==> src/rtl/ntt_seq_pkg.sv <==
// Shared types and default sizing for the NTT address sequencer.
// Latency: none (types only); backpressure: not applicable.
package ntt_seq_pkg;

    typedef enum logic [1:0] {
        ST_IDLE  = 2'd0,
        ST_ISSUE = 2'd1,
        ST_DRAIN = 2'd2,
        ST_DONE  = 2'd3
    } state_t;

    localparam int DEF_LOGN     = 12;
    localparam int DEF_PIPE_LAT = 14;

endpackage

==> src/rtl/ntt_seq_delay.sv <==
// Valid+data shift register aligning write-back strobes with their reads.
// Latency: exactly LAT cycles; backpressure: none, shifts every cycle.
module ntt_seq_delay #(
    parameter int W   = 8,
    parameter int LAT = 1
) (
    input  logic         clk,
    input  logic         rst,
    input  logic         src_vld,
    input  logic [W-1:0] src_dat,
    output logic         dly_vld,
    output logic [W-1:0] dly_dat
);

    logic [LAT-1:0] vld_sr;
    logic [W-1:0]   dat_sr [LAT];

    always_ff @(posedge clk) begin
        if (rst) begin
            vld_sr <= '0;
            for (int i = 0; i < LAT; i++) begin
                dat_sr[i] <= '0;
            end
        end else begin
            vld_sr[0] <= src_vld;
            dat_sr[0] <= src_dat;
            for (int i = 1; i < LAT; i++) begin
                vld_sr[i] <= vld_sr[i-1];
                dat_sr[i] <= dat_sr[i-1];
            end
        end
    end

    assign dly_vld = vld_sr[LAT-1];
    assign dly_dat = dat_sr[LAT-1];

endmodule

==> src/rtl/ntt_seq.sv <==
// In-place NTT address/twiddle sequencer: one butterfly issued per cycle, stage-by-stage.
// Latency: first read 1 cycle after start, write-back PIPE_LAT later; no backpressure, start ignored while running.
module ntt_seq
    import ntt_seq_pkg::*;
#(
    parameter int LOGN     = DEF_LOGN,
    parameter int PIPE_LAT = DEF_PIPE_LAT
) (
    input  logic            clk,
    input  logic            rst,
    input  logic            start,
    input  logic            inverse,
    output logic            busy,
    output logic            done,
    output logic            use_ct,
    output logic            rd_en,
    output logic [LOGN-1:0] rd_addr_a,
    output logic [LOGN-1:0] rd_addr_b,
    output logic [LOGN-1:0] tw_addr,
    output logic            wr_en,
    output logic [LOGN-1:0] wr_addr_a,
    output logic [LOGN-1:0] wr_addr_b
);

    localparam int N    = 1 << LOGN;
    localparam int HALF = N / 2;
    localparam int SW   = (LOGN > 1) ? $clog2(LOGN) : 1;
    localparam int DW   = $clog2(PIPE_LAT + 1);

    localparam logic [LOGN-1:0] LAST_C = LOGN'(HALF - 1);
    localparam logic [SW-1:0]   LAST_S = SW'(LOGN - 1);
    localparam logic [DW-1:0]   LAST_D = DW'(PIPE_LAT - 1);

    typedef struct packed {
        logic [LOGN-1:0] a;
        logic [LOGN-1:0] b;
        logic [LOGN-1:0] tw;
    } bfly_t;

    // Butterfly c of stage s: half-span len is N>>(s+1) for Cooley-Tukey,
    // 1<<s for Gentleman-Sande; the twiddle base tracks the same split.
    function automatic bfly_t bfly_addr(input logic [SW-1:0] s,
                                        input logic [LOGN-1:0] c,
                                        input logic inv);
        int              lg;
        logic [LOGN-1:0] len;
        logic [LOGN-1:0] g;
        logic [LOGN-1:0] j;
        bfly_t           r;
        lg   = inv ? int'(s) : (LOGN - 1 - int'(s));
        len  = LOGN'(1) << lg;
        g    = c >> lg;
        j    = c & (len - LOGN'(1));
        r.a  = (g << (lg + 1)) | j;
        r.b  = r.a + len;
        r.tw = (inv ? (LOGN'(1) << (LOGN - 1 - int'(s))) : (LOGN'(1) << s)) + g;
        return r;
    endfunction

    state_t          state;
    logic [SW-1:0]   stage;
    logic [LOGN-1:0] cnt;
    logic [DW-1:0]   drain;
    bfly_t           rd_q;
    logic [2*LOGN-1:0] wr_pair;

    always_ff @(posedge clk) begin
        if (rst) begin
            state  <= ST_IDLE;
            stage  <= '0;
            cnt    <= '0;
            drain  <= '0;
            busy   <= 1'b0;
            done   <= 1'b0;
            use_ct <= 1'b1;
            rd_en  <= 1'b0;
            rd_q   <= '0;
        end else begin
            case (state)
                ST_IDLE: begin
                    done <= 1'b0;
                    if (start) begin
                        state  <= ST_ISSUE;
                        stage  <= '0;
                        cnt    <= '0;
                        busy   <= 1'b1;
                        use_ct <= ~inverse;
                        rd_en  <= 1'b1;
                        rd_q   <= bfly_addr('0, '0, inverse);
                    end
                end
                ST_ISSUE: begin
                    if (cnt == LAST_C) begin
                        state <= ST_DRAIN;
                        drain <= '0;
                        rd_en <= 1'b0;
                    end else begin
                        cnt  <= cnt + LOGN'(1);
                        rd_q <= bfly_addr(stage, cnt + LOGN'(1), ~use_ct);
                    end
                end
                ST_DRAIN: begin
                    // Holding off until the last write-back lands keeps the
                    // next stage's reads clear of read-after-write hazards.
                    if (drain == LAST_D) begin
                        if (stage == LAST_S) begin
                            state <= ST_DONE;
                            busy  <= 1'b0;
                            done  <= 1'b1;
                        end else begin
                            state <= ST_ISSUE;
                            stage <= stage + SW'(1);
                            cnt   <= '0;
                            rd_en <= 1'b1;
                            rd_q  <= bfly_addr(stage + SW'(1), '0, ~use_ct);
                        end
                    end else begin
                        drain <= drain + DW'(1);
                    end
                end
                ST_DONE: begin
                    done  <= 1'b0;
                    state <= ST_IDLE;
                end
                default: state <= ST_IDLE;
            endcase
        end
    end

    assign rd_addr_a = rd_q.a;
    assign rd_addr_b = rd_q.b;
    assign tw_addr   = rd_q.tw;

    ntt_seq_delay #(
        .W   (2 * LOGN),
        .LAT (PIPE_LAT)
    ) u_delay (
        .clk     (clk),
        .rst     (rst),
        .src_vld (rd_en),
        .src_dat ({rd_q.a, rd_q.b}),
        .dly_vld (wr_en),
        .dly_dat (wr_pair)
    );

    assign wr_addr_a = wr_pair[2*LOGN-1:LOGN];
    assign wr_addr_b = wr_pair[LOGN-1:0];

endmodule
==> config.mk <==
export PLATFORM = sky130hd
export DESIGN_NAME = ntt_seq
export DESIGN_NICKNAME = d
export VERILOG_FILES = /design/src/rtl/ntt_seq_pkg.sv /design/src/rtl/ntt_seq_delay.sv /design/src/rtl/ntt_seq.sv
export SDC_FILE = /design/constraint.sdc
export NUM_CORES = 1
export LEC_CHECK = 0
export CAP_MARGIN = 20
export CORE_AREA = 3 3 258 184
export DETAILED_ROUTE_END_ITERATION = 6
export DIE_AREA = 0 0 261 187
export PLACE_DENSITY = 0.62
export SYNTH_ARGS = -nofsm -noshare
export SYNTH_HDL_FRONTEND = slang
export SYNTH_SLANG_ARGS = --single-unit
==> constraint.sdc <==
create_clock -name clk -period 11.05 [get_ports clk]
set_input_delay 1.6575 -clock clk [delete_from_list [all_inputs] [get_ports clk]]
set_output_delay 1.6575 -clock clk [all_outputs]
set_load 0.05 [all_outputs]
Word level (Yosys, flattened, before mapping). Memories as Yosys holds them, arrays and structs flattened. Index checks and enable logic that the tools add are counted.

$add $sub $neg: 15. Eq/ne operators: 13. Shift operators: 13. Muxes and demuxes: 56. Bitwise logic cells: 17. Reduce and logical (&&, ||, !) cells: 14.

Operators by type and width (number): 2-to-1 mux 24 bit (14); 2-to-1 mux 36 bit (4); << shifter 1 x 32 -> 12 bit (first input constant) (4); case mux 36 bit (3 select lines) (1); 2-to-1 mux 12 bit (7); adder 12 bit (6); adder 32 x 2 -> 32 bit (second input constant) (2); 2-to-1 mux 32 bit (2); << shifter 12 x 32 -> 12 bit (2); case mux 12 bit (3 select lines) (1); << shifter 1 x 4 -> 12 bit (first input constant) (3); right shift 1 x 32 -> 12 bit (first input constant) (1); right shift 12 x 32 -> 12 bit (1); 2-to-1 mux 4 bit (6); case mux 4 bit (2 select lines) (2); != test 2 bit (second input constant) (7); bitwise OR 1 bit (14); adder 12 x 1 -> 12 bit (second input constant) (1); bitwise AND 12 bit (1); equality test 12 x 11 -> 1 bit (second input constant) (1); bitwise OR 12 bit (1); << shifter 12 x 5 -> 12 bit (1); right shift 1 x 4 -> 12 bit (first input constant) (1); subtractor 12 x 1 -> 12 bit (second input constant) (1); 20 further kinds (44).

Register bits: 76. Memory bits (writable): 336. Input port bits: 4. Word-level logic and storage cells: 141. Memories: 1.

Memory list: u_delay.dat_sr (words 14, bits a word 24, read ports 14, clocked after memory_dff 0, write ports 14, RTL line ntt_seq_delay.sv:16) `logic [W-1:0] dat_sr [LAT];`.

Depth between registers and ports, before layout. Gate-level depths: netlist (run 1).

Depth in word-level cells: 9. Mapped depth: 26. Gate-level depth less buffers: 25.

By module. Synthesis (run 1) repeated with hierarchy kept, for this count alone.

Cells, all modules: 1624. Area, all modules: 16658.5 sq um.

By module, submodules not included: ntt_seq_delay (instances 1, cells an instance 763, area each 10483.8 sq um); ntt_seq (instances 1, cells an instance 861, area each 6174.7 sq um).

Worst setup path after synthesis (run 1). OpenSTA, ideal clock, no wires.

Path type: reg-to-reg. Start: register stage[2]. End: register rd_q (netlist bit rd_addr_b[10]). Library setup time: 0.133 ns. Arrival: 5.315 ns. Required time: 10.917 ns. Setup slack: 5.602 ns. Cell stages (with the launch flop): 24. Clock period less this slack: 5.448 ns. Cells stage by stage: dfxtp_1 -> clkbuf_1 -> inv_1 -> clkbuf_1 -> ha_1 -> mux2i_1 -> or3_1 -> ha_1 -> nor4b_1 -> nand3b_1 -> nor3_1 -> nand2_1 -> o31ai_1 -> ha_1 -> a21o_1 -> a21oi_1 -> o21ai_0 -> a21oi_1 -> o21bai_1 -> a21oi_1 -> o21bai_1 -> a21oi_1 -> xor2_1 -> o22ai_1.

Word-level cells in the longest chain between the ends: 9.

Ends and longest elaborated chain: from (decl) (RTL line ntt_seq.sv:61) `logic [SW-1:0] stage;`; from (signal assigned) (RTL line ntt_seq.sv:112) `stage <= stage + SW'(1);`; adder 4 x 1 -> 4 bit / subtractor 4 x 4 -> 5 bit (equally long branches) (RTL line ntt_seq.sv:115, ntt_seq.sv:50); subtractor 4 x 4 -> 5 bit / 2-to-1 mux 32 bit (equally long branches) (RTL line ntt_seq.sv:50) `lg = inv ? int'(s) : (LOGN - 1 - int'(s));`; 2-to-1 mux 32 bit / << shifter 1 x 32 -> 12 bit (equally long branches) (RTL line ntt_seq.sv:50, ntt_seq.sv:51); adder 32 x 2 -> 32 bit, or another cell as far along (RTL line ntt_seq.sv:54) `r.a = (g << (lg + 1)) | j;`; << shifter 12 x 32 -> 12 bit / bitwise AND 12 bit (equally long branches) (RTL line ntt_seq.sv:54, ntt_seq.sv:53); adder 12 bit / bitwise OR 12 bit (equally long branches) (RTL line ntt_seq.sv:55, ntt_seq.sv:54); 2-to-1 mux 36 bit / adder 12 bit (equally long branches) (RTL line ntt_seq.sv:106, ntt_seq.sv:55); 2-to-1 mux 36 bit (on tied branches) (RTL line ntt_seq.sv:105, ntt_seq.sv:93); case mux 36 bit (3 select lines) (RTL line ntt_seq.sv:79) `case (state)`; to (signal assigned) (RTL line ntt_seq.sv:89) `rd_q <= bfly_addr('0, '0, inverse);`; to (signal assigned) (RTL line ntt_seq.sv:99) `rd_q <= bfly_addr(stage, cnt + LOGN'(1), ~use_ct);`; to (signal assigned) (RTL line ntt_seq.sv:115) `rd_q <= bfly_addr(stage + SW'(1), '0, ~use_ct);`; to (decl) (RTL line ntt_seq.sv:64) `bfly_t rd_q;`.

Several ways; a longest one is shown, not always the timed one. The select of a mux whose other input is x is not followed. A chain may end at the register's enable or synchronous reset.

Worst setup path after layout (run 1). Ends and elaborated chain as after synthesis.

==> results of run 1 <==
==> metal layers <==
layer / track usage / vias up / wire (µm)
li1: - / 5430 / -
met1: 0.279 / 5176 / 22800
met2: 0.209 / 378 / 15100
met3: 0.0495 / 59 / 3700
met4: 0.0424 / 0 / 864
met5: 0 / - / 0
==> power breakdown <==
part	switching [mW]	total [mW]	internal, mW
combinational	0.637	0.869	0.232
sequential	0.0247	1.53	1.51
clock	0.575	1.32	0.745
==> logic make-up after synthesis <==
group                      Yosys count  synth area share
adders and majority gates           43            0.0352
muxes                               15            0.0106
DFF                                412             0.525
buffers and inverters              157            0.0466
and+or+nand+nor                    692             0.243
xor gates and xnor gates            39            0.0222
AOI/OAI and AO/OA                  269             0.117
==> sequential cells by signal, summed over array words and instances (netlist names) <==
signal and cells:
busy 1, stage 4, u_delay.dat_sr 336, use_ct 1, done 1, state 2
rd_en 1, rd_addr_a 12, rd_addr_b 12, cnt 12, drain 4, u_delay.vld_sr 14
tw_addr 12
==> how the worst max path moves through the flow <==
stage                           from                    endpoint  cells after the start
6_report       stage[2]$_SDFFE_PP0P_  rd_addr_b[10]$_SDFFE_PP0P_                     21
5_1_grt        stage[2]$_SDFFE_PP0P_  rd_addr_b[11]$_SDFFE_PP0P_                     20
4_1_cts        stage[2]$_SDFFE_PP0P_  rd_addr_b[10]$_SDFFE_PP0P_                     21
3_5_place_dp   stage[2]$_SDFFE_PP0P_  rd_addr_b[10]$_SDFFE_PP0P_                     21
3_3_place_gp   stage[2]$_SDFFE_PP0P_  rd_addr_b[11]$_SDFFE_PP0P_                     23
2_1_floorplan  stage[2]$_SDFFE_PP0P_  rd_addr_b[10]$_SDFFE_PP0P_                     23
==> stage by stage <==
step	power [mW]	setup WS, ns
floorplan	2.12	5.60
global placement	2.42	4.45
detailed placement	2.41	4.45
CTS	3.74	4.36
global route	3.89	3.78
finish	3.72	4.24
==> cells in the mapped netlist, drive strengths merged, types with 4 or more instances <==
master   number
or2           7
nor3b         4
a22oi        18
nor2        133
buf          48
nand2        72
a21oi        70
o21a          5
o2bb2ai       6
nand4         7
o21bai        6
nor3         24
o21ai        65
o31ai        12
o211ai        5
o22ai         6
ha           41
a311oi        4
a2bb2oi       4
and2         14
nor2b       356
nand2b        8
inv          40
or3          11
nand3        35
a21o          6
mux2i        11
o2111ai       4
a21boi        5
o311ai        4
clkbuf       69
dfxtp       412
a22o          8
and3          5
nor4          4
xor2         16
xnor2        23
a31oi         8
==> critical path: cells and delay by family, from the launching register on <==
family,cells,cell delay (ns)
compound gates,12,3.01
simple gates,2,0.31
buf+inv,2,0.55
fa+ha+maj,2,0.93
flops,1,0.87
xor+xnor,1,0.18
mux,2,0.82
==> area by class of cell <==
class,instances,area [µm²],share of cell area
multi-input combinational,1058,6740,0.374
timing repair buffer,87,828,0.0460
antenna,2,5.00,0.000278
clock buffer,50,1070,0.0593
sequential,412,8250,0.458
tap,603,754,0.0419
clock inverter,20,209,0.0116
inverter,40,150,0.00834
==> placed cells by master, fill, tap and decap left out, types with 22 or more instances in the layout <==
| cell | instances |
|---|---|
| nand3_1 | 33 |
| nor2b_1 | 356 |
| nor3_1 | 22 |
| nor2_1 | 131 |
| clkbuf_16 | 39 |
| xnor2_1 | 22 |
| ha_1 | 41 |
| nand2_1 | 72 |
| o21ai_0 | 59 |
| clkdlybuf4s50_1 | 67 |
| dfxtp_1 | 412 |
| a21oi_1 | 63 |
| inv_1 | 39 |
==> impl_metrics.xml, run 1 <==
<?xml version="1.0" encoding="UTF-8"?>
<metrics>
  <group name="logic_synthesis">
    <metric name="syn_inst" unit="">1627</metric>
    <metric name="ys_ff_latch" unit="">412</metric>
    <metric name="ys.flop_type" unit="">dfxtp_1</metric>
    <metric name="ys_types" unit="">89</metric>
    <metric name="synth-edff-count" unit="">0</metric>
    <metric name="syn-mean-instance-area" unit="µm²">9.66</metric>
    <metric name="yosysTopAreaCellShare" unit="">0.525</metric>
    <metric name="post_synth_main_area_contributors" unit="">dfxtp_1 53%, nor2b_1 14%, ha_1 3.3%</metric>
    <metric name="synth_warnings" unit="">0</metric>
    <metric name="largest_area_contributor_in_the_netlist" unit="">dfxtp_1</metric>
    <metric name="synth_fp_nets" unit="">1674</metric>
    <metric name="area_of_the_mapped_netlist" unit="mm²">0.0157</metric>
    <metric name="postSynth.asyncResetShare" unit="">0</metric>
    <metric name="yosysSeqAreaShare" unit="">0.525</metric>
  </group>
  <group name="grt">
    <metric name="global_route.overflow_total" unit="">0</metric>
    <metric name="grt_usage" unit="">0.171</metric>
    <metric name="grt_antenna_before_repair" unit="">1</metric>
    <metric name="grt_start_max_net_pins" unit="">128</metric>
    <metric name="vias_in_the_first_global_route" unit="">10200</metric>
    <metric name="grt_first_pass_wirelength" unit="µm">63800</metric>
  </group>
  <group name="die">
    <metric name="io_pins" unit="">69</metric>
    <metric name="die_outline_area" unit="mm²">0.0488</metric>
    <metric name="die_h" unit="µm">187</metric>
    <metric name="core" unit="mm²">0.0450</metric>
    <metric name="chipWidth" unit="µm">261</metric>
    <metric name="fp-row-count" unit="">65</metric>
    <metric name="floorplan.initialDensity" unit="">0.349</metric>
  </group>
  <group name="cts">
    <metric name="clock-sinks" unit="">412</metric>
    <metric name="cts_setup_buffers" unit="">0</metric>
    <metric name="clk_transition_reported_paths" unit="ns">0.06</metric>
    <metric name="clkLatencyLatePin" unit="ns">0.56</metric>
    <metric name="cts-buffers-inserted" unit="">39</metric>
    <metric name="holdBufCountCts" unit="">0</metric>
    <metric name="cts_root_buf" unit="">clkbuf_16</metric>
    <metric name="tritoncts" unit="">yes</metric>
    <metric name="cts-resized-gates" unit="">0</metric>
    <metric name="cts.htree.levels" unit="">2</metric>
    <metric name="ctsLongestPathBuffers" unit="">3</metric>
  </group>
  <group name="place">
    <metric name="io_buf_count" unit="">68</metric>
    <metric name="hpwl" unit="µm">30700</metric>
    <metric name="placed_cells_incl_taps" unit="">2200</metric>
    <metric name="postPlaceCellArea" unit="mm²">0.0167</metric>
    <metric name="routabilityCongestion" unit="">0.952</metric>
  </group>
  <group name="finish">
    <metric name="fill_cells" unit="">4501</metric>
    <metric name="final_core_utilization" unit="">0.400</metric>
    <metric name="num-nets-final" unit="">1685</metric>
    <metric name="area_delta_synth_final" unit="%">14.6</metric>
    <metric name="finalNonFillerCells" unit="">2272</metric>
    <metric name="layout-drive-gt1-share" unit="">0.0732</metric>
    <metric name="layout.cell_area.non_filler" unit="mm²">0.0180</metric>
  </group>
  <group name="setup_path">
    <metric name="r2r-start" unit="">stage[2]$_SDFFE_PP0P_</metric>
    <metric name="critical_path_required" unit="ns">11.43</metric>
    <metric name="worstPathCellList" unit="">inv_1 &gt; ha_1 &gt; mux2i_1 &gt; nand2_1 &gt; o311ai_0 &gt; o21ba_2 &gt; mux2i_1 &gt; nor2_1 &gt; a2bb2oi_1 &gt; inv_1 &gt; fa_1 &gt; a21o_1 &gt; a21oi_1 &gt; o21ai_0 &gt; a21oi_1 &gt; o21bai_1 &gt; a21oi_1 &gt; o21bai_1 &gt; a21oi_1 &gt; xor2_1 &gt; o22ai_1</metric>
    <metric name="critPathCaptureType" unit="">flop</metric>
    <metric name="timing.critical_path.mode_cell" unit="">a21oi_1</metric>
    <metric name="cp_max_fo" unit="">22</metric>
    <metric name="reg2reg_depth" unit="">21</metric>
    <metric name="slowest_delay" unit="ns">0.89</metric>
    <metric name="ff2ff_setup_slack" unit="ns">4.24</metric>
    <metric name="critical_path.startpoint_type" unit="">flop</metric>
    <metric name="critical_path_class" unit="">flop to flop</metric>
    <metric name="regToRegEndpoint" unit="">rd_addr_b[10]$_SDFFE_PP0P_</metric>
    <metric name="critical_path_arrival" unit="ns">7.20</metric>
    <metric name="critical-path-slowest-cell" unit="">o311ai_0</metric>
  </group>
  <group name="sta">
    <metric name="timing.clock.skew" unit="ns">0.0336</metric>
    <metric name="final-max-slew-violation-count" unit="">0</metric>
    <metric name="final.min_clock_period" unit="ns">6.81</metric>
    <metric name="finalSetupTns" unit="ns">0</metric>
    <metric name="fmax" unit="GHz">0.147</metric>
    <metric name="setup_repair_after_global_routing_missed_its_margin" unit="">no</metric>
    <metric name="worst_slew_pin_slew" unit="ns">1.15</metric>
    <metric name="final_hold_viol_count" unit="">0</metric>
    <metric name="max_slew_margin" unit="">0.226</metric>
    <metric name="whs" unit="ns">0.417</metric>
    <metric name="setup_viol" unit="">0</metric>
    <metric name="period_share" unit="">0.616</metric>
  </group>
  <group name="run_status">
    <metric name="run_status" unit="">completed</metric>
  </group>
  <group name="route">
    <metric name="total_number_of_vias" unit="">11000</metric>
    <metric name="viasPerCell" unit="">4.86</metric>
    <metric name="antenna_violating_nets_post_route" unit="">0</metric>
    <metric name="route.detailed.wl_per_inst" unit="µm">18.7</metric>
    <metric name="detailedRoute.firstPassIterationCount" unit="">5</metric>
    <metric name="route.detailed.drc" unit="">0</metric>
    <metric name="initialDrtViolationCount" unit="">1081</metric>
    <metric name="finalWirelength" unit="µm">42400</metric>
  </group>
  <group name="min_path">
    <metric name="holdCritPathClass" unit="">flop to flop</metric>
    <metric name="hold_depth" unit="">1</metric>
    <metric name="min-delay-start" unit="">u_delay.dat_sr[0][105]$_SDFF_PP0_</metric>
    <metric name="min_delay_worst_endpoint" unit="">u_delay.dat_sr[0][129]$_SDFF_PP0_</metric>
  </group>
  <group name="power_and_ir_drop">
    <metric name="power_density" unit="mW/mm²">207</metric>
    <metric name="power_leakage" unit="nW">6.93</metric>
    <metric name="peakVddDrop" unit="µV">110</metric>
  </group>
  <group name="run">
    <metric name="timing.max_cap.violations" unit="">0</metric>
  </group>
</metrics>
Note: power is estimated with default switching activity, not from simulation.
==> run 2: changes to the inputs <==
==> constraint.sdc (replaced) <==
create_clock -name clk -period 6.55 [get_ports clk]
set_input_delay 0.9825 -clock clk [delete_from_list [all_inputs] [get_ports clk]]
set_output_delay 0.9825 -clock clk [all_outputs]
set_load 0.05 [all_outputs]
==> impl_metrics.xml, run 2 (same netlist as run 1, synthesis figures left out) <==
<?xml version="1.0" encoding="UTF-8"?>
<metrics>
  <group name="finish">
    <metric name="largest_register_ffs" unit="">336</metric>
    <metric name="layout_commonest_cell" unit="">dfxtp_1</metric>
    <metric name="layout-drive-gt1-share" unit="">0.0879</metric>
    <metric name="area_delta_synth_final" unit="%">16.0</metric>
    <metric name="layout_common_cells" unit="">412 x dfxtp_1, 356 x nor2b_1, 131 x nor2_1</metric>
    <metric name="fill_cells" unit="">4422</metric>
    <metric name="regMostFlops" unit="">u_delay.dat_sr</metric>
    <metric name="biggestRegsByFlops" unit="">u_delay.dat_sr (336), u_delay.vld_sr (14)</metric>
    <metric name="final_core_utilization" unit="">0.405</metric>
    <metric name="num-nets-final" unit="">1716</metric>
    <metric name="antenna_fix_cells" unit="">0</metric>
    <metric name="layout.cell_area.non_filler" unit="mm²">0.0182</metric>
  </group>
  <group name="sta">
    <metric name="max_slew_margin" unit="">0.329</metric>
    <metric name="timing.clock.skew" unit="ns">0.0275</metric>
    <metric name="fmax" unit="GHz">0.171</metric>
    <metric name="period_share" unit="">0.892</metric>
    <metric name="setup_repair_after_global_routing_missed_its_margin" unit="">no</metric>
    <metric name="finalSetupTns" unit="ns">0</metric>
    <metric name="whs" unit="ns">0.420</metric>
    <metric name="final.min_clock_period" unit="ns">5.84</metric>
    <metric name="worst_slew_pin_slew" unit="ns">0.996</metric>
    <metric name="final-max-slew-violation-count" unit="">0</metric>
    <metric name="final_hold_viol_count" unit="">0</metric>
    <metric name="setup_viol" unit="">0</metric>
  </group>
  <group name="route">
    <metric name="viasPerCell" unit="">4.77</metric>
    <metric name="detailedRoute.firstPassIterationCount" unit="">7</metric>
    <metric name="route.detailed.wl_per_inst" unit="µm">18.8</metric>
    <metric name="route.detailed.drc" unit="">0</metric>
    <metric name="antenna_violating_nets_post_route" unit="">0</metric>
    <metric name="initialDrtViolationCount" unit="">887</metric>
    <metric name="total_number_of_vias" unit="">11000</metric>
    <metric name="finalWirelength" unit="µm">43100</metric>
  </group>
  <group name="run_status">
    <metric name="run_status" unit="">completed</metric>
  </group>
  <group name="power_and_ir_drop">
    <metric name="peakVddDrop" unit="µV">266</metric>
    <metric name="clock_power_share" unit="">0.348</metric>
    <metric name="power_density" unit="mW/mm²">346</metric>
    <metric name="switchingPower" unit="mW">2.07</metric>
    <metric name="cellInternalPower" unit="mW">4.24</metric>
    <metric name="sw_frac_of_total" unit="">0.328</metric>
    <metric name="power.share.sequential" unit="">0.411</metric>
    <metric name="finalPower" unit="mW">6.30</metric>
    <metric name="fraction_of_power_consumed_by_combinational_cells" unit="">0.241</metric>
    <metric name="power_leakage" unit="nW">7.07</metric>
  </group>
  <group name="setup_path">
    <metric name="critical_path_arrival" unit="ns">6.33</metric>
    <metric name="reg2reg_depth" unit="">24</metric>
    <metric name="ff2ff_setup_slack" unit="ns">0.71</metric>
    <metric name="critical_path_required" unit="ns">7.04</metric>
    <metric name="regToRegEndpoint" unit="">rd_addr_b[11]$_SDFFE_PP0P_</metric>
    <metric name="critical_path.startpoint_type" unit="">flop</metric>
    <metric name="critPathCaptureType" unit="">flop</metric>
    <metric name="critical_path_class" unit="">flop to flop</metric>
    <metric name="r2r-start" unit="">stage[3]$_SDFFE_PP0P_</metric>
    <metric name="cp_max_fo" unit="">11</metric>
  </group>
  <group name="grt">
    <metric name="grt_first_pass_wirelength" unit="µm">64800</metric>
    <metric name="grt_start_max_net_pins" unit="">206</metric>
    <metric name="grt_antenna_before_repair" unit="">0</metric>
    <metric name="global_route.overflow_total" unit="">0</metric>
    <metric name="grt_most_used_layer" unit="">met1</metric>
    <metric name="globalRouteMet2Util" unit="">0.223</metric>
    <metric name="vias_in_the_first_global_route" unit="">10300</metric>
    <metric name="grt_usage" unit="">0.175</metric>
    <metric name="globalRouteMet1Util" unit="">0.275</metric>
    <metric name="global_route.usage.met3" unit="">0.0608</metric>
  </group>
  <group name="run">
    <metric name="timing.max_cap.violations" unit="">0</metric>
  </group>
  <group name="die">
    <metric name="chipWidth" unit="µm">261</metric>
    <metric name="floorplan.initialDensity" unit="">0.349</metric>
    <metric name="fp-row-count" unit="">65</metric>
    <metric name="core" unit="mm²">0.0450</metric>
    <metric name="die_outline_area" unit="mm²">0.0488</metric>
    <metric name="die_h" unit="µm">187</metric>
    <metric name="io_pins" unit="">69</metric>
  </group>
  <group name="min_path">
    <metric name="min-delay-start" unit="">u_delay.dat_sr[0][36]$_SDFF_PP0_</metric>
    <metric name="holdCritPathClass" unit="">flop to flop</metric>
    <metric name="min_delay_worst_endpoint" unit="">u_delay.dat_sr[0][60]$_SDFF_PP0_</metric>
    <metric name="hold_depth" unit="">1</metric>
  </group>
  <group name="cts">
    <metric name="clkLatencyLatePin" unit="ns">0.55</metric>
    <metric name="ctsLongestPathBuffers" unit="">3</metric>
    <metric name="cts_root_buf" unit="">clkbuf_16</metric>
    <metric name="cts.htree.levels" unit="">2</metric>
    <metric name="clock-sinks" unit="">412</metric>
    <metric name="holdBufCountCts" unit="">0</metric>
    <metric name="clk_transition_reported_paths" unit="ns">0.06</metric>
    <metric name="cts-buffers-inserted" unit="">38</metric>
    <metric name="cts-resized-gates" unit="">0</metric>
    <metric name="cts_setup_buffers" unit="">0</metric>
    <metric name="tritoncts" unit="">yes</metric>
  </group>
  <group name="place">
    <metric name="routabilityCongestion" unit="">0.952</metric>
    <metric name="hpwl" unit="µm">32100</metric>
    <metric name="postPlaceCellArea" unit="mm²">0.0170</metric>
    <metric name="io_buf_count" unit="">68</metric>
  </group>
</metrics>
run 2: cell types whose count changed in the layout (fill, tap and decap cells not counted), sizes merged:
cell | before | now
inv | 46 | 43
buf | 20 | 52
clkinv | 11 | 9
bufinv | 2 | 3
diode | 2 | 0
run 2: how the worst max path moves through the flow:
stage / start / cells after the start / slack (ns) / end
after floorplan: stage[2]$_SDFFE_PP0P_ / 23 / 1.10 / rd_addr_b[10]$_SDFFE_PP0P_
after global placement: stage[3]$_SDFFE_PP0P_ / 26 / 0.74 / rd_addr_b[11]$_SDFFE_PP0P_
after detailed placement: stage[3]$_SDFFE_PP0P_ / 26 / 0.79 / rd_addr_b[11]$_SDFFE_PP0P_
after CTS: stage[3]$_SDFFE_PP0P_ / 26 / 0.76 / rd_addr_b[11]$_SDFFE_PP0P_
after global routing: stage[3]$_SDFFE_PP0P_ / 26 / 0.23 / rd_addr_b[11]$_SDFFE_PP0P_
final: stage[3]$_SDFFE_PP0P_ / 24 / 0.71 / rd_addr_b[11]$_SDFFE_PP0P_
run 2: critical path, stage by stage (launching register included):
cell	delay (ns)
dfxtp_1	0.31
buf_4	0.18
ha_1	0.34
nand2_1	0.15
inv_1	0.34
nand2_1	0.18
or3_1	0.34
ha_1	0.27
nor4b_1	0.25
nand3b_1	0.18
nor3_1	0.21
buf_4	0.22
nand2_1	0.11
nor2_1	0.23
a32oi_1	0.14
o21ai_0	0.52
ha_1	0.38
nand2_1	0.09
o21ai_0	0.09
buf_4	0.15
a41oi_1	0.25
a21oi_1	0.12
xor2_1	0.20
or4b_1	0.45
nand3_1	0.09
run 2: layout make-up:
cell class                      count  area, µm²  area share
Clock buffer                       50       1040      0.0568
Clock inverter                     16        216      0.0119
Inverter                           40        150     0.00824
Multi-Input combinational cell   1058       6740       0.370
Sequential cell                   412       8250       0.452
Tap cell                          603        754      0.0414
Timing Repair Buffer              119       1080      0.0593
run 2: layer usage:
layer | vias to the layer above | routed length [µm]
met5 | - | 0
met4 | 0 | 850
met3 | 52 | 3920
met2 | 309 | 15400
met1 | 5113 | 22900
li1 | 5479 | -
run 2: through the flow:
step | cells | setup WS (ns)
2_1_floorplan | 1627 | 1.10
3_3_place_gp | 2232 | 0.742
3_5_place_dp | 2232 | 0.788
4_1_cts | 2298 | 0.756
5_1_grt | 2298 | 0.234
6_report | 2298 | 0.709
run 2: power by group through the flow:
stage | Combinational (mW) | Sequential [mW] | Clock (mW)
floorplan | 0.888 | 2.68 | 0
global placement | 1.52 | 2.64 | 0
detailed placement | 1.49 | 2.65 | 0
CTS | 1.50 | 2.59 | 2.26
global route | 1.63 | 2.59 | 2.37
finish | 1.52 | 2.59 | 2.19
